===== src/rtl/controlador_rodada.sv =====
// Round controller for the pendulum target game: draws a target sector,
// times the hold inside it, scores hits and misses over a fixed number of rounds.
module controlador_rodada #(
  parameter int HOLD_MS     = 500,
  parameter int TIMEOUT_MS  = 5000,
  parameter int NUM_RODADAS = 10
) (
  input  logic       clock,
  input  logic       reset_n,
  input  logic       iniciar,
  input  logic       tick_ms,
  input  logic [2:0] random_led,
  input  logic       isInPosition,
  output logic [2:0] position_led,
  output logic [4:0] led_onehot,
  output logic [7:0] pontos,
  output logic [3:0] rodada,
  output logic       em_jogo,
  output logic       fim_jogo,
  output logic       acerto,
  output logic       erro
);

  localparam logic [15:0] LP_HOLD = 16'(HOLD_MS);
  localparam logic [15:0] LP_TO   = 16'(TIMEOUT_MS);
  localparam logic [3:0]  LP_NR   = 4'(NUM_RODADAS);

  typedef enum logic [2:0] {
    S_IDLE,
    S_SORTEIA,
    S_AGUARDA,
    S_SEGURA,
    S_ACERTO,
    S_ERRO,
    S_FIM
  } state_t;

  state_t      r_state;
  logic [15:0] r_to;
  logic [15:0] r_hold;
  logic [2:0]  r_prev;
  logic        r_first;

  logic [2:0]  w_base;
  logic [2:0]  w_tgt;
  logic [15:0] w_to_inc;
  logic [15:0] w_hold_inc;
  logic        w_to_hit;
  logic        w_hold_done;
  logic        w_last;
  logic [7:0]  w_pontos_inc;
  logic [3:0]  w_rod_inc;

  assign w_base = (random_led > 3'd4) ? random_led - 3'd5 : random_led;

  // Never repeat the previous target, except on the first round of a game
  assign w_tgt = (!r_first && w_base == r_prev)
               ? ((w_base == 3'd4) ? 3'd0 : w_base + 3'd1)
               : w_base;

  assign w_to_inc     = r_to + 16'd1;
  assign w_hold_inc   = r_hold + 16'd1;
  assign w_to_hit     = tick_ms && (w_to_inc == LP_TO);
  assign w_hold_done  = tick_ms && isInPosition && (w_hold_inc == LP_HOLD);
  assign w_last       = (rodada == LP_NR);
  assign w_pontos_inc = (pontos == 8'hFF) ? pontos : pontos + 8'd1;
  assign w_rod_inc    = rodada + 4'd1;

  always_ff @(posedge clock or negedge reset_n) begin
    if (!reset_n) begin
      r_state      <= S_IDLE;
      r_to         <= '0;
      r_hold       <= '0;
      r_prev       <= '0;
      r_first      <= 1'b1;
      position_led <= '0;
      led_onehot   <= '0;
      pontos       <= '0;
      rodada       <= '0;
      em_jogo      <= 1'b0;
      fim_jogo     <= 1'b0;
      acerto       <= 1'b0;
      erro         <= 1'b0;
    end else begin
      acerto <= 1'b0;
      erro   <= 1'b0;
      unique case (r_state)
        S_IDLE, S_FIM: begin
          if (iniciar) begin
            pontos   <= '0;
            rodada   <= '0;
            em_jogo  <= 1'b1;
            fim_jogo <= 1'b0;
            r_first  <= 1'b1;
            r_state  <= S_SORTEIA;
          end
        end
        S_SORTEIA: begin
          position_led <= w_tgt;
          led_onehot   <= 5'b1 << w_tgt;
          r_prev       <= w_tgt;
          r_first      <= 1'b0;
          r_to         <= '0;
          r_hold       <= '0;
          r_state      <= S_AGUARDA;
        end
        S_AGUARDA: begin
          if (tick_ms) r_to <= w_to_inc;
          if (w_to_hit) begin
            erro    <= 1'b1;
            rodada  <= w_rod_inc;
            r_state <= S_ERRO;
          end else if (isInPosition) begin
            r_hold  <= '0;
            r_state <= S_SEGURA;
          end
        end
        S_SEGURA: begin
          if (tick_ms) r_to <= w_to_inc;
          // A hold completing on the timeout tick still counts as a hit
          if (w_hold_done) begin
            acerto  <= 1'b1;
            pontos  <= w_pontos_inc;
            rodada  <= w_rod_inc;
            r_state <= S_ACERTO;
          end else if (w_to_hit) begin
            erro    <= 1'b1;
            rodada  <= w_rod_inc;
            r_state <= S_ERRO;
          end else if (!isInPosition) begin
            r_hold  <= '0;
            r_state <= S_AGUARDA;
          end else if (tick_ms) begin
            r_hold <= w_hold_inc;
          end
        end
        S_ACERTO, S_ERRO: begin
          led_onehot <= '0;
          if (w_last) begin
            em_jogo  <= 1'b0;
            fim_jogo <= 1'b1;
            r_state  <= S_FIM;
          end else begin
            r_state <= S_SORTEIA;
          end
        end
        default: r_state <= S_IDLE;
      endcase
    end
  end

endmodule


===== config.mk =====
export PLATFORM = sky130hd
export DESIGN_NAME = controlador_rodada
export DESIGN_NICKNAME = d
export VERILOG_FILES = /design/src/rtl/controlador_rodada.sv
export SDC_FILE = /design/constraint.sdc
export NUM_CORES = 1
export LEC_CHECK = 0
export BUFFER_PORTS_ARGS = -buffer_cell sky130_fd_sc_hd__buf_2
export CORE_MARGIN = 4
export CORE_UTILIZATION = 55
export CTS_CLUSTER_DIAMETER = 30
export DETAILED_ROUTE_END_ITERATION = 16
export MAX_ROUTING_LAYER = met4
export PLACE_DENSITY = 0.78
export REMOVE_ABC_BUFFERS = 1
export SYNTH_ARGS = -nofsm -noshare
export SYNTH_HDL_FRONTEND = slang
export SYNTH_SLANG_ARGS = --single-unit

===== constraint.sdc =====
create_clock -name clock -period 3.8 [get_ports clock]
set_clock_uncertainty 0.2 [all_clocks]
set_input_delay 0.38 -clock clock [delete_from_list [all_inputs] [get_ports clock]]
set_output_delay 0.38 -clock clock [all_outputs]
set_load 0.005 [all_outputs]

==> results.md <==
* Status: complete, no violations
* Antenna viol nets, final at 0
* Vias in the first global route at 3463
* Int Pwr at 1.097 mW
* Io pins at 32
* Critical path's most frequent cell: nand2_1
* Count leader, synth: dfrtp_1
* Crit path max-delay family: simple AND/OR/NAND/NOR gates
* CP cell instances: ha_1, nand2_1, or4_4, and3_1, nor2_2, o22a_1, nand2_1, o31ai_1
* DRT Pass-1 Iters at 5
* DPL Wire Length at 6597 µm
* Die Area at 8669 µm²
* YS warnings at 0
* CP Capture Type: flip-flop
* Post-Route Setup TNS at 0 ns
* DRC Markers at 0
* # Max-Cap Violations at 0
* Synth Instances at approximately 470
* Final hold viol count at 0
* DR vias at 3695
* Fmax at 322.9 MHz
* Post-synth top flop: dfrtp_1
* EDFF count, synth at 0
* RSZ-0062 raised after global routing: false
* Worst skew pair latency at 0.34 ns
* Synth top area cells: dfrtp_1 37%, nand3_1 4.6%, o21ai_0 4.5%
* Die Y at roughly 93 µm
* CTS Hold Bufs at 1
* Synth-to-Final Area Change at 9.987%
* Resize count post-CTS at 0
* Worst-Margin Slew at 0.8272 ns
* Worst-case clock buffer depth at 2
* Final Critical Period at 3.097 ns
* FF+latch count, synth at 60
* CTS tree: built
* CTS Buf Count at 9
* Number of DRC markers in iteration 0 at between 200 and 300
* Die extent in x at just over 90 µm
* Final GP Congestion at between 0.9 and 1
* Clock Sinks at 60
* WL final at 9539 µm
* Vias/cell at 6.252
* Yosys top cell by area: dfrtp_1
* Clock slew at reported path FFs at 0.07 ns
* Unique masters post-synth at 64
* Fraction of layout cells with a size suffix above 1 at between 10% and 20%
* Max stage delay on crit path at 0.54 ns
* Largest net degree at the start of global routing at 37
* Crit Path Max Fanout at 10
* Peak VDD IR at 258.3 µV
* Nets at 510
* Fraction of registers with async set/reset at between 90% and 100%
* Mapped cell area at 3984 µm²
* Worst path required time at ~3.8 ns
* Top post-synthesis cells by count: 59 x dfrtp_1, 48 x nand2_1, 37 x nand3_1
* Tcrit/Tclk final at 81.50%
* First-pass GRT wire length at 16460 µm
* Pwr/cell area at roughly 370 nW/µm²
* Clock power frac at 35.1%
* Initial Util at 57.68%
* Clock H-tree levels at 3
* Final setup violation count at 0
* Max_slew headroom at 44.85%
* Hold Path Class: in2reg
* Clk Tree Root Cell: clkbuf_8
* Leakage power at 1.926 nW
* Port Buffer Count at 31
* Number of diodes at 0
* Syn_area_per_cell at 8.458 µm²
* Core box area at between 6000 and 7000 µm²
* Combinational fraction of design power at 18.0%
* Critical path data arrival time at about 3.1 ns
* Post-CTS Setup Bufs at 0
* Kind of critical path: reg2reg
* Fin. max-slew vios at 0
* WL per Instance at about 16 µm
* Overflow after GRT at 0
* NetSw at 0.5220 mW
* Sequential power share at 46.9%
* Initial antenna violation count at 0
* Post-route cell area at 4382 µm²
* Tot Pwr at around 1.6 mW
* Seq/Total Area, Yosys at 37.72%
* Critical path startpoint category: flip-flop
* Sw Ratio at 32.23%
* Synth top area share at 37.06%
* Crit-path slowest cell: or4_4
* DP Area at between 4000 and 5000 µm²
* Total Routing Usage GR at 24.21%
* WP buf/inv at 0
* Row cnt at 30
==> worst paths after layout <==
check	from	slack [ns]	end	depth (start not counted)
worst max register to register	r_hold[0]	0.70	r_hold[6]	8
worst max-delay path	r_hold[0]	0.70	r_hold[6]	8
worst min-delay path	iniciar	0.20	r_state[2]	3
min in group asynchronous	reset_n	0.46	r_hold[13]	2
max in group asynchronous	reset_n	2.09	rodada[0]	3
worst min register to register	r_first	0.27	r_first	2
==> state kept, by name, summed over array words and instances, names as in the netlist <==
register	cells
em_jogo	1
rodada	4
pontos	8
r_state	3
erro	1
r_to	16
r_hold	16
r_first	1
acerto	1
r_prev	3
fim_jogo	1
led_onehot	5
==> layout by cell type, fill, tap and decap left out, drive strengths merged, types with 6 or more instances in the layout <==
master and count:
nand2b 9, nand2 48, o31ai 13, nand4 15, and3 7, clkbuf 9
nor2 29, buf 37, or3 7, dfrtp 59, inv 26, nor4 7
o22ai 6, xnor2 10, a31oi 6, mux2i 6, a21oi 18, nor3 6
a21o 7, ha 12, nand3 38, o211ai 13, o21ai 37
==> per-layer routing <==
| layer | track usage [%] | vias up | part of all wire, % | wire length [µm] |
|---|---|---|---|---|
| li1 | - | 1758 | - | - |
| met4 | 10.74 | 0 | 1.5 | 141 |
| met1 | 32.35 | 1792 | 45 | 4259 |
| met2 | 36.59 | 130 | 48 | 4620 |
| met5 | - | - | 0 | 0 |
| met3 | 3.781 | 15 | 5.4 | 518 |
==> metrics by stage <==
stage / util, % / setup WS [ns] / std cells / hold slack (ns)
global placement: 60.53 / 0.8925 / 574 / 0.2586
CTS: 63.44 / 0.7201 / 591 / 0.1848
detailed placement: 60.53 / 0.7517 / 574 / 0.2600
global route: 63.44 / 0.4390 / 591 / 0.2332
finish: 63.44 / 0.7031 / 591 / 0.1987
floorplan: - / 0.8147 / 441 / -0.1156
==> kinds of logic after synthesis <==
family	synth area share, %
AND/OR/NAND/NOR	26.01
multiplexers	2.073
XOR/XNOR	3.298
flip-flops	37.72
buffers and inverters	5.559
AO/OA/AOI/OAI	21.33
adder cells (fa/ha/maj)	4.020
==> worst min-delay path, delay by kind of cell <==
family / cells / cell delay [ns]
AND/OR/NAND/NOR: 1 / 0.13
AO/OA/AOI/OAI: 1 / 0.09
buffers and inverters: 1 / 0.10
==> final cells by class <==
class / instances / area, µm²
fillers: 607 / 2525
multi-input cells: 355 / 2260
flip-flops and latches: 60 / 1503
repair buffers: 38 / 210.2
clock buffers: 9 / 123.9
well taps: 96 / 120.1
inverters: 26 / 97.59
clock inverters: 7 / 67.56
==> power groups by stage <==
stage	sequential [mW]	combinational [mW]	clock, mW
6_report	0.759	0.292	0.569
5_1_grt	0.769	0.332	0.613
4_1_cts	0.756	0.294	0.578
3_5_place_dp	0.768	0.293	0
3_3_place_gp	0.764	0.285	0
2_1_floorplan	0.748	0.200	0
(Power assumes the default switching activity.)
